<file path="config.mk">
export PLATFORM = sky130hd
export DESIGN_NAME = seq_signed_divider16
export DESIGN_NICKNAME = d
export VERILOG_FILES = /design/src/rtl/div_pkg.sv /design/src/rtl/div_step.sv /design/src/rtl/seq_signed_divider16.sv
export SDC_FILE = /design/constraint.sdc
export NUM_CORES = 1
export LEC_CHECK = 0
export CAP_MARGIN = 20
export CORE_ASPECT_RATIO = 1.4
export CORE_MARGIN = 1
export CORE_UTILIZATION = 30
export CTS_BUF_LIST = sky130_fd_sc_hd__clkbuf_4
export DETAILED_ROUTE_END_ITERATION = 8
export PLACE_DENSITY = 0.47
export SYNTH_ARGS = -nofsm -noshare
export SYNTH_HDL_FRONTEND = slang
export SYNTH_SLANG_ARGS = --single-unit
</file>
<file path="constraint.sdc">
create_clock -name clk -period 6.5 [get_ports clk]
set_input_delay 1.625 -clock clk [delete_from_list [all_inputs] [get_ports clk]]
set_output_delay 1.625 -clock clk [all_outputs]
set_load 0.1 [all_outputs]
</file>
<file path="src/rtl/div_pkg.sv">
// Shared definitions for the sequential divider: FSM state encoding and
// the width helper used to size the step counter.
package div_pkg;

  typedef enum logic [1:0] {
    S_IDLE   = 2'd0,
    S_DIVIDE = 2'd1,
    S_FIXUP  = 2'd2,
    S_DONE   = 2'd3
  } state_t;

  // Number of bits needed to count 0..value-1.
  function automatic int clog2(input int value);
    int result;
    result = 0;
    while ((1 << result) < value) begin
      result = result + 1;
    end
    return result;
  endfunction

endpackage

</file>
<file path="src/rtl/div_step.sv">
// One restoring shift-subtract step: shifts the next dividend bit into the
// partial remainder and keeps the trial difference when it does not borrow.
module div_step #(
  parameter int WIDTH = 16
) (
  input  logic [WIDTH:0]   rem,
  input  logic             dvd_msb,
  input  logic [WIDTH-1:0] divisor,
  output logic [WIDTH:0]   next_rem,
  output logic             qbit
);

  logic [WIDTH:0] shifted;
  logic [WIDTH:0] trial;

  assign shifted = {rem[WIDTH-1:0], dvd_msb};
  assign trial   = shifted - {1'b0, divisor};

  // A set top bit in rem means the shifted value already exceeds any divisor,
  // so the step must succeed regardless of the truncated trial sign.
  assign qbit     = rem[WIDTH] | ~trial[WIDTH];
  assign next_rem = qbit ? trial : shifted;

endmodule

</file>
<file path="src/rtl/seq_signed_divider16.sv">
// Multi-cycle truncating divider (quotient toward zero, remainder follows the
// dividend) with a start/busy/done handshake; one quotient bit per clock.
module seq_signed_divider16
  import div_pkg::*;
#(
  parameter int WIDTH  = 16,
  parameter bit SIGNED = 1'b1
) (
  input  logic             clk,
  input  logic             rst,
  input  logic             start,
  input  logic [WIDTH-1:0] A,
  input  logic [WIDTH-1:0] B,
  output logic             busy,
  output logic             done,
  output logic [WIDTH-1:0] Q,
  output logic [WIDTH-1:0] R,
  output logic             dz,
  output logic             ovf
);

  localparam int CW = clog2(WIDTH);
  localparam logic [WIDTH-1:0] MIN_NEG = {1'b1, {(WIDTH-1){1'b0}}};
  localparam logic [CW-1:0] LAST_STEP = CW'(WIDTH - 1);

  state_t           state_reg, state_next;
  logic [WIDTH-1:0] dvd_reg, dvd_next;
  logic [WIDTH:0]   rem_reg, rem_next;
  logic [WIDTH-1:0] div_reg, div_next;
  logic [CW-1:0]    cnt_reg, cnt_next;
  logic             sign_q_reg, sign_q_next;
  logic             sign_r_reg, sign_r_next;
  logic             ovf_cand_reg, ovf_cand_next;
  logic [WIDTH-1:0] q_reg, q_next;
  logic [WIDTH-1:0] r_reg, r_next;
  logic             dz_reg, dz_next;
  logic             ovf_reg, ovf_next;

  logic [WIDTH-1:0] a_mag;
  logic [WIDTH-1:0] b_mag;
  logic [WIDTH:0]   step_rem;
  logic             step_qbit;

  // The most negative value negates to itself, which is exactly its
  // unsigned magnitude, so no special case is needed here.
  assign a_mag = (SIGNED && A[WIDTH-1]) ? -A : A;
  assign b_mag = (SIGNED && B[WIDTH-1]) ? -B : B;

  div_step #(
    .WIDTH(WIDTH)
  ) u_step (
    .rem     (rem_reg),
    .dvd_msb (dvd_reg[WIDTH-1]),
    .divisor (div_reg),
    .next_rem(step_rem),
    .qbit    (step_qbit)
  );

  always_ff @(posedge clk) begin
    if (rst) begin
      state_reg    <= S_IDLE;
      dvd_reg      <= '0;
      rem_reg      <= '0;
      div_reg      <= '0;
      cnt_reg      <= '0;
      sign_q_reg   <= 1'b0;
      sign_r_reg   <= 1'b0;
      ovf_cand_reg <= 1'b0;
      q_reg        <= '0;
      r_reg        <= '0;
      dz_reg       <= 1'b0;
      ovf_reg      <= 1'b0;
    end else begin
      state_reg    <= state_next;
      dvd_reg      <= dvd_next;
      rem_reg      <= rem_next;
      div_reg      <= div_next;
      cnt_reg      <= cnt_next;
      sign_q_reg   <= sign_q_next;
      sign_r_reg   <= sign_r_next;
      ovf_cand_reg <= ovf_cand_next;
      q_reg        <= q_next;
      r_reg        <= r_next;
      dz_reg       <= dz_next;
      ovf_reg      <= ovf_next;
    end
  end

  always_comb begin
    state_next    = state_reg;
    dvd_next      = dvd_reg;
    rem_next      = rem_reg;
    div_next      = div_reg;
    cnt_next      = cnt_reg;
    sign_q_next   = sign_q_reg;
    sign_r_next   = sign_r_reg;
    ovf_cand_next = ovf_cand_reg;
    q_next        = q_reg;
    r_next        = r_reg;
    dz_next       = dz_reg;
    ovf_next      = ovf_reg;
    busy          = (state_reg != S_IDLE);
    done          = (state_reg == S_DONE);

    case (state_reg)
      S_IDLE: begin
        if (start) begin
          dz_next  = 1'b0;
          ovf_next = 1'b0;
          if (B == '0) begin
            // Divide-by-zero skips the loop and reports straight away.
            q_next     = '1;
            r_next     = A;
            dz_next    = 1'b1;
            state_next = S_DONE;
          end else begin
            dvd_next      = a_mag;
            div_next      = b_mag;
            rem_next      = '0;
            cnt_next      = '0;
            sign_q_next   = SIGNED && (A[WIDTH-1] ^ B[WIDTH-1]);
            sign_r_next   = SIGNED && A[WIDTH-1];
            ovf_cand_next = SIGNED && (A == MIN_NEG) && (B == '1);
            state_next    = S_DIVIDE;
          end
        end
      end

      S_DIVIDE: begin
        // Quotient bits shift in at the bottom as dividend bits leave the top.
        rem_next = step_rem;
        dvd_next = {dvd_reg[WIDTH-2:0], step_qbit};
        cnt_next = cnt_reg + CW'(1);
        if (cnt_reg == LAST_STEP) begin
          state_next = S_FIXUP;
        end
      end

      S_FIXUP: begin
        if (ovf_cand_reg) begin
          q_next   = MIN_NEG;
          r_next   = '0;
          ovf_next = 1'b1;
        end else begin
          q_next = sign_q_reg ? -dvd_reg : dvd_reg;
          r_next = sign_r_reg ? -rem_reg[WIDTH-1:0] : rem_reg[WIDTH-1:0];
        end
        state_next = S_DONE;
      end

      S_DONE: begin
        state_next = S_IDLE;
      end

      default: begin
        state_next = S_IDLE;
      end
    endcase
  end

  assign Q   = q_reg;
  assign R   = r_reg;
  assign dz  = dz_reg;
  assign ovf = ovf_reg;

endmodule

</file>
# Word-level counts from Yosys, hierarchy flattened

Cells that the tools add are included.

Bits in registers: 92
Output and inout port bits: 36
Logic and storage cells: 75
Input port bits: 35

Bitwise logic cells: 4
Equality and inequality tests: 11
Mux-type cells: 30
Reductions and logical operators: 12
Add/subtract/negate cells: 6

Operators by type and width:

| operator                                      | count |
|---|---|
| 2-to-1 mux 16 bit                             | 12 |
| case mux 16 bit (2 select lines)              | 3 |
| negator 16 bit                                | 4 |
| 2-to-1 mux 17 bit                             | 3 |
| case mux 17 bit (2 select lines)              | 1 |
| == test 16 bit, second input constant         | 2 |
| subtractor 17 x 16 -> 17 bit                  | 1 |
| logical NOT 16 bit                            | 1 |
| AND reduction 3 bit                           | 4 |
| inequality test 2 bit, second input constant  | 5 |
| 2-to-1 mux 4 bit                              | 2 |
| case mux 2 bit (4 select lines)               | 1 |
| case mux 4 bit (2 select lines)               | 1 |
| 2-to-1 mux 2 bit                              | 3 |
| nonzero test 2 bit                            | 3 |
| adder 4 x 1 -> 4 bit, second input constant   | 1 |
| == test 2 bit, second input constant          | 2 |
| == test 4 bit, second input constant          | 1 |
| AND reduction 2 bit                           | 2 |
| 2-to-1 mux 1 bit                              | 3 |
| == test 2 x 1 -> 1 bit, second input constant | 1 |
| logical NOT 2 bit                             | 1 |
| NOT 1 bit                                     | 2 |
| case mux 1 bit (2 select lines)               | 1 |
| 3 further kinds                               | 3 |

# Longest topological paths before layout

Gate-level depths: netlist of run 1.

Word-level depth: 5
Gate-level depth with buffers: 11
Gate-level depth less buffers: 10

# Hierarchy

From an unflattened synthesis of run 1, not the netlist that was laid out.

Cell total of the unflattened synthesis: 798
Area total of the unflattened synthesis: 6,298.5 um2

Modules (own cells, without submodules):

| module               | area an instance (um2) | times used | sequential area each (um2) | cells each |
|---|---|---|---|---|
| seq_signed_divider16 | 5,178.7                | 1          | 1,841.8                    | 649 |
| div_step             | 1,119.8                | 1          | 0.0                        | 149 |

# Worst setup path after synthesis of run 1

OpenSTA, ideal clock, no wires.

Path kind: input port to flip-flop
Start point: in B[0]
End point: reg rem_reg[10]
Library setup time: 0.119 ns
Required time: 6.381 ns
Setup slack: 2.945 ns
Stages on the path: 10
Arrival time: 3.436 ns
Path buffers: 2
Cell sequence: inv_1 > ha_1 > or4b_1 > nor4_4 > o21ai_1 > and2_1 > clkbuf_1 > nand2_1 > buf_2 > o21ai_1

Word-level cells in the longest chain between the ends: 3

Ends and longest elaborated chain:

| what                            | line                        | RTL |
|---|---|---|
| start, declared                 | seq_signed_divider16.sv:13  | `input logic [WIDTH-1:0] B,` |
| logical NOT 16 bit              | seq_signed_divider16.sv:110 | `if (B == '0) begin` |
| inequality test 2 bit (no line) | n/a                         |  |
| AND reduction 3 bit (no line)   | n/a                         |  |
| end signal, assigned            | seq_signed_divider16.sv:76  | `rem_reg <= rem_next;` |
| end, declared                   | seq_signed_divider16.sv:28  | `logic [WIDTH:0] rem_reg, rem_next;` |

Every way passes these cells.
A chain may end at the register's enable or synchronous reset.

# Worst setup path in the final report of run 1

Start point: reg state_reg[0]
End point: out busy

Word-level cells in the longest chain between the ends: 1

Ends and longest elaborated chain:

| what                   | line                        | RTL |
|---|---|---|
| start, declared        | seq_signed_divider16.sv:26  | `state_t state_reg, state_next;` |
| start signal, assigned | seq_signed_divider16.sv:74  | `state_reg <= state_next;` |
| nonzero test 2 bit     | seq_signed_divider16.sv:102 | `busy = (state_reg != S_IDLE);` |
| end, declared          | seq_signed_divider16.sv:14  | `output logic busy,` |

Every way passes these cells.

==> metrics.txt, run 1 <==
total grt overflow 0; gpl congestion 0.870; Post-CTS Repair Setup Buffers 0; YS warnings 0; Hold Buf Count CTS 0; Post-Syn Instances 729; Req. time, crit path 4.88 ns; Leak 2.72 nW; post-route ant nets 0; vias in the first global route 5348; area of the mapped netlist 5890 um2; worst path arrival time 2.79 ns; Tot GR Track Use 0.186; Layout Skew 0.0249 ns; largest net degree at the start of global routing 60; WL per Instance 17.9 um; PwrDens 447 nW/um2; Num CTS Buffers 9; fmax 0.226 GHz; CTS tree done; Die H 168 um; fin nets 836; sequential fraction of design power 0.278; Max Slew Vio Count 0; initial antenna violation count 1; slew margin rel. 0.342; Initial Util 0.306; Post-route DRC 0; Via density 5.28; Syn Area/Cell 8.08 um2; clk sinks 92; Worst Path Class, Setup reg -> out; clock-pin slew on the worst setup and hold paths 0.14 ns; row count 60; Min-Delay Path Class reg -> reg; pre-CTS setup slack 1.74 ns; initial drt markers 354; reg2reg setup slack 3.23 ns; dominant cells by area after synthesis dfxtp_1, ha_1, xor2_1, nand2_1, xnor2_1; post-synthesis cell type count 65; WL final 18.3 mm; Tcrit/Tclk final 0.680; commonest cells after routing, fill and taps aside dfxtp_1, nand2_1, clkdlybuf4s50_1, nor2_1, o21ai_0; post-synthesis sequential area ratio 0.313; most common cell after layout, fill and taps aside dfxtp_1; CP startpoint kind register; first-pass GRT wire length 28.9 mm; endpoints failing hold 0; Max VDD drop 0.148 mV; Setup Total Neg Slack 0 ns; die width 120 um; area leader, netlist dfxtp_1; number of flops mapped to enable cells by yosys 0; FF+latch count, synth 92; RSZ-0062 raised after global routing false; Pre-Repair DR Iteration Count 5; Resized Gates After CTS 0; Slew @ Worst Pin 0.987 ns; P&R area growth vs syn 17.3%; crit path capture type output pin; Final setup viols 0; Logic pwr share 0.617; Core Region 19200 um2; fraction of layout cells with a size suffix above 1 0.0502; # port buffers 70; final core utilization 0.359; hold slack final 0.496 ns; internal power 1.46 mW; insertion delay to the later sink of the worst-skew pair 0.49 ns; Switch Pwr 1.62 mW; ys async rst share 0; dominant synthesized flop cell dfxtp_1; syn_nets 792; Vias 5415; Yosys top cell area share 0.313; Clk pwr share 0.104; Tmin final 4.42 ns; Net Sw Frac 0.526; Max FO, Critical Path 7; Root Driver clkbuf_4; worst setup margin 2.08 ns; Max clock buf depth 2; number of flip-flops in the largest register 17; Max H-tree Level 3; max-cap violations 0; I/O Pins 71; die area 20200 um2; Post-DP HPWL 14.4 mm; status completed
==> layer usage <==
layer | routed length [um] | track usage
met5 | 0 | 0
met4 | 799 | 0.0972
met3 | 554 | 0.0242
met2 | 9730 | 0.348
met1 | 7250 | 0.199
==> kinds of logic (layout without fill, tap and decap cells) <==
group,after synthesis,in the layout,share of synthesized area
other,0,1,0
adders and majority gates,28,28,0.0608
DFF,92,92,0.313
AOI/OAI and AO/OA,229,229,0.268
muxes,17,17,0.0289
and+or+nand+nor,216,216,0.175
xor gates and xnor gates,66,66,0.0982
buffers and inverters,81,129,0.0559
==> synthesized netlist by cell type (16+ instances only) <==
cell,n
a21oi_1,39
nand2_1,80
clkbuf_1,27
ha_1,27
o21ai_0,49
xor2_1,35
inv_1,38
xnor2_1,31
dfxtp_1,92
a211oi_1,30
o21ai_1,16
mux2i_1,17
nor2_1,64
==> per-stage QoR <==
step / total power, mW / area (um2) / cells
after floorplan: 2.29 / 5890 / 729
after global placement: 2.76 / 6740 / 1008
after detailed placement: 2.78 / 6760 / 1009
after CTS: 3.11 / 6890 / 1024
after global routing: 3.32 / 6900 / 1026
final: 3.09 / 6900 / 1026
==> path summary, 6_finish.rpt <==
path / end / cells after the start / start
worst max-delay path: busy / 4 / state_reg[0]
worst min-delay path: div_reg[0] / 2 / div_reg[0]
worst max register to register: rem_reg[1] / 11 / dvd_reg[15]
worst min register to register: div_reg[0] / 2 / div_reg[0]
==> critical path: stages, from the launching register on <==
cell and delay [ns]:
dfxtp_1 0.42, inv_1 0.10, ha_1 0.35, inv_1 0.27, clkdlybuf4s50_1 1.18
==> final cells by class <==
class | instances | area, um2
Clock inverter | 6 | 63.8
Timing Repair Buffer | 75 | 744
Fill cell | 2092 | 12300
Clock buffer | 9 | 67.6
Antenna cell | 1 | 2.50
Multi-Input combinational cell | 556 | 3730
Inverter | 39 | 146
Tap cell | 248 | 310
Sequential cell | 92 | 1840
==> power groups by stage <==
stage / registers (mW) / clock network [mW] / logic [mW]
finish: 0.859 / 0.322 / 1.91
global route: 0.883 / 0.363 / 2.07
CTS: 0.860 / 0.337 / 1.91
detailed placement: 0.873 / 0 / 1.91
global placement: 0.870 / 0 / 1.89
floorplan: 1.13 / 0 / 1.15
(Power assumes the default switching activity.)
==> run 2: changes to the inputs <==
- PLACE_DENSITY: 0.47 -> 0.49
- clock period: 6.5 -> 3.8 ns (I/O delays scaled with it)
==> run 2 against run 1 <==
Combinational power up 69%; sequential power up 71%; sequential cell count unchanged; first-iteration DRC count down 36%; setup slack worse by 1.5 ns; power up 71%; via count up 1.1%; design area up 1.8%; largest cell class unchanged.
==> metrics.txt, run 2 (synthesis results as in run 1) <==
die width 120 um; Top delay family on crit path compound AO/OA/AOI/OAI gates; total grt overflow 0; multi-input logic area 3730 um2; Die H 168 um; commonest cells after routing, fill and taps aside dfxtp_1, nand2_1, clkdlybuf4s50_1, nor2_1, o21ai_0; Tcrit/Tclk final 0.839; FF+latch area 1840 um2; worst hold stages 2; post-route ant nets 0; Max clock buf depth 2; insertion delay to the later sink of the worst-skew pair 0.51 ns; crit path capture type register; vias in the first global route 5368; endpoints failing hold 0; Final setup viols 0; placed insts 1023; Initial Util 0.306; Post-Layout Cell Count 1040; most common cell after layout, fill and taps aside dfxtp_1; WL final 17.8 mm; # fillers 2018; Tot GR Track Use 0.182; Post-DP HPWL 13.8 mm; Layout Skew 0.0296 ns; die area 20200 um2; Max FO, Critical Path 19; Num CTS Buffers 9; Post-CTS Repair Setup Buffers 0; Resized Gates After CTS 0; CP startpoint kind register; Post-route DRC 0; fmax 0.314 GHz; P&R area growth vs syn 19.4%; first-pass GRT wire length 28.5 mm; RSZ-0062 raised after global routing false; Pre-Repair DR Iteration Count 6; row count 60; gpl congestion 0.841; # port buffers 70; number of flip-flops in the largest register 17; Root Driver clkbuf_4; worst path cell trace inv_1 -> ha_1 -> fa_1 -> nand2b_1 -> a21oi_1 -> o21ai_0 -> o21bai_1 -> mux2i_2 -> buf_4 -> mux2i_1 -> a22o_1; CP Depth 11; Hold Buf Count CTS 0; I/O Pins 71; Leak 2.79 nW; clock-pin slew on the worst setup and hold paths 0.15 ns; initial drt markers 225; Via density 5.26; Max Slew Vio Count 0; fraction of layout cells with a size suffix above 1 0.0708; hold slack final 0.504 ns; status completed; Max stage delay cell, worst path dfxtp_1; pre-CTS setup slack 0.127 ns; R2R depth 11; initial antenna violation count 1; CP max stage delay 0.45 ns; Max VDD drop 0.205 mV; largest net degree at the start of global routing 59; worst path bufs/invs 2; Setup Total Neg Slack 0 ns; Tot Pwr 5.29 mW; Req. time, crit path 4.21 ns; Worst Path Class, Setup reg -> reg; Max H-tree Level 3; Core Region 19200 um2; fin nets 849; WL per Instance 17.1 um; worst path arrival time 3.60 ns; PwrDens 752 nW/um2; CTS tree done; Min-Delay Path Class reg -> reg; clk sinks 92; Vias 5472; Tmin final 3.19 ns; Slew @ Worst Pin 0.989 ns; worst setup margin 0.610 ns; max-cap violations 0; slew margin rel. 0.339
==> run 2: area by class of cell <==
class / count / area share
clock inverters: 7 / 0.0117
repair buffers: 88 / 0.121
inverters: 39 / 0.0208
diodes: 1 / 0.000356
flip-flops and latches: 92 / 0.262
clock buffers: 9 / 0.00961
multi-input cells: 556 / 0.530
well taps: 248 / 0.0441
==> run 2: report_power, final <==
group	internal [mW]	switching [mW]	total [mW]
combinational	1.13	2.10	3.23
sequential	1.20	0.266	1.47
clock	0.210	0.384	0.594
==> run 2: path summary, 6_finish.rpt <==
| kind | start | endpoint | slack [ns] |
|---|---|---|---|
| worst max-delay path | dvd_reg[15] | rem_reg[0] | 0.61 |
| worst min register to register | div_reg[0] | div_reg[0] | 0.50 |
| worst max register to register | dvd_reg[15] | rem_reg[0] | 0.61 |
| worst min-delay path | div_reg[0] | div_reg[0] | 0.50 |
==> run 2: worst min-delay path, delay by kind of cell (launching register included) <==
family	cells	cell delay, ns
DFF	1	0.36
AOI/OAI and AO/OA	1	0.05
and+or+nand+nor	1	0.06
==> run 2: per-layer routing <==
layer,global-route usage,vias to the layer above,share of wire,routed length [um]
met4,0.0784,0,0.025,451
met2,0.345,88,0.55,9870
met3,0.0238,26,0.023,418
li1,-,2737,-,-
met1,0.197,2621,0.40,7070
met5,0,-,0,0
==> run 2: per-stage QoR <==
| step | util | area [um2] |
|---|---|---|
| floorplan | - | 5890 |
| global placement | 0.358 | 6880 |
| detailed placement | 0.358 | 6880 |
| CTS | 0.366 | 7030 |
| global route | 0.366 | 7030 |
| finish | 0.366 | 7030 |
==> run 3: changes to the inputs <==
- PLACE_DENSITY: 0.49 -> 0.47
- clock period: 3.8 -> 3.3 ns (I/O delays scaled with it)
==> run 3 against run 2 <==
Die area stayed put; critical path type unchanged; largest cell class unchanged; design area increased by 2.3%; worst hold slack got worse by 0.032 ns.
==> metrics.txt, run 3 (synthesis results as in run 1) <==
worst path bufs/invs 3; # fillers 2086; initial antenna violation count 1; total grt overflow 0; Req. time, crit path 3.74 ns; worst hold stages 2; most common cell after layout, fill and taps aside dfxtp_1; Post-route DRC 0; Tcrit/Tclk final 0.932; Worst Path Class, Setup reg -> reg; # port buffers 70; Final setup viols 0; placed insts 1053; post-route ant nets 0; clk sinks 92; FF+latch area 1840 um2; Top delay family on crit path compound AO/OA/AOI/OAI gates; die area 20200 um2; CTS tree done; Tmin final 3.07 ns; Slew @ Worst Pin 0.793 ns; row count 60; fraction of layout cells with a size suffix above 1 0.147; Met3 Wirelength 523 um; Max Slew Vio Count 0; status completed; Max VDD drop 0.224 mV; die width 120 um; max-cap violations 0; Critical R2R Capture rem_reg[1]; I/O Pins 71; FF-to-FF Start dvd_reg[15]; Layout Skew 0.0235 ns; endpoints failing hold 0; first-pass GRT wire length 29.7 mm; vias in the first global route 5608; gpl congestion 0.810; length of routed wiring on met1 7.12 mm; multi-input logic area 3730 um2; Vias 5525; R2R depth 12; Min-Delay Endpoint dz; Max H-tree Level 3; WL per Instance 17.3 um; worst path cell trace inv_1 -> ha_1 -> fa_1 -> nand2b_1 -> a21oi_2 -> o21ai_0 -> o21bai_1 -> buf_4 -> mux2i_2 -> buf_12 -> mux2i_1 -> a22o_1; Die H 168 um; insertion delay to the later sink of the worst-skew pair 0.49 ns; crit path capture type register; RSZ-0062 raised after global routing false; fmax 0.325 GHz; Max clock buf depth 2; largest net degree at the start of global routing 59; Num CTS Buffers 9; Root Driver clkbuf_4; Hold Crit Start dz; Pre-Repair DR Iteration Count 5; reg2reg setup slack 0.23 ns; Min-Delay Path Class reg -> reg; P&R area growth vs syn 22.2%; CP max stage delay 0.42 ns; Post-Layout Cell Count 1070; WL final 18.5 mm; worst path arrival time 3.52 ns; Max FO, Critical Path 19; PwrDens 866 nW/um2; Tot GR Track Use 0.190; fin nets 879; Max stage delay cell, worst path dfxtp_1; final core utilization 0.374; Top Layer Used met4; Leak 3.01 nW; slew margin rel. 0.470; CP startpoint kind register; met2 wire len 10.2 mm; Initial Util 0.306; number of flip-flops in the largest register 17; initial drt markers 378; Core Region 19200 um2; clock-pin slew on the worst setup and hold paths 0.16 ns; Post-DP HPWL 14.7 mm; commonest cells after routing, fill and taps aside dfxtp_1, nand2_1, buf_4, nor2_1, o21ai_0; Via density 5.16
## run 3: worst max path at each step
stage	start	endpoint	slack, ns	depth (start not counted)
after global placement	B[0]	Q[15]	-0.05	11
final	dvd_reg[15]	rem_reg[1]	0.23	12
after global routing	dvd_reg[15]	rem_reg[1]	0.06	12
after floorplan	B[0]	rem_reg[10]	0.55	10
after CTS	dvd_reg[15]	rem_reg[1]	0.11	12
after detailed placement	B[0]	R[15]	-0.10	11
## run 3: power breakdown
part	total, mW	internal (mW)	switching [mW]
Clock	0.600	0.170	0.430
Sequential	1.68	1.38	0.294
Combinational	3.95	1.45	2.50
Total	6.23	3.00	3.23
## run 3: per-stage QoR
stage	setup TNS, ns	worst slack, ns	cell area [um2]	hold WS, ns	total power, mW
after floorplan	0	0.545	5890	0.440	4.51
after global placement	-0.492	-0.0477	7070	0.453	5.63
after detailed placement	-1.98	-0.101	7070	0.456	5.67
after CTS	0	0.114	7190	0.474	6.29
after global routing	0	0.0649	7190	0.505	6.72
final	0	0.226	7190	0.472	6.23
## run 3: worst register-to-register path: stages (launching register included)
cell and delay, ns:
dfxtp_1 0.42, inv_1 0.11, ha_1 0.23, fa_1 0.38
nand2b_1 0.21, a21oi_2 0.23, o21ai_0 0.18, o21bai_1 0.20
buf_4 0.16, mux2i_2 0.34, buf_12 0.22, mux2i_1 0.21
a22o_1 0.14
## run 3: cell type report
type / count / share of cell area
clock inverter: 6 / 0.00643
sequential: 92 / 0.256
multi-input combinational: 556 / 0.519
antenna: 1 / 0.000348
tap: 248 / 0.0431
timing repair buffer: 118 / 0.145
inverter: 39 / 0.0203
clock buffer: 10 / 0.0104
## run 3: timing repair
item / 4_1_cts / 5_1_grt
resized for setup: 0 / 1
endpoints found under the setup margin: 0 / 10
hold buffers: 0 / 0
buffers inserted: 0 / 0
## run 3: routing by layer
metal	vias to the layer above	track usage
li1	2807	-
met1	2575	0.199
met2	112	0.366
met3	31	0.0259
met4	0	0.0907
met5	-	0
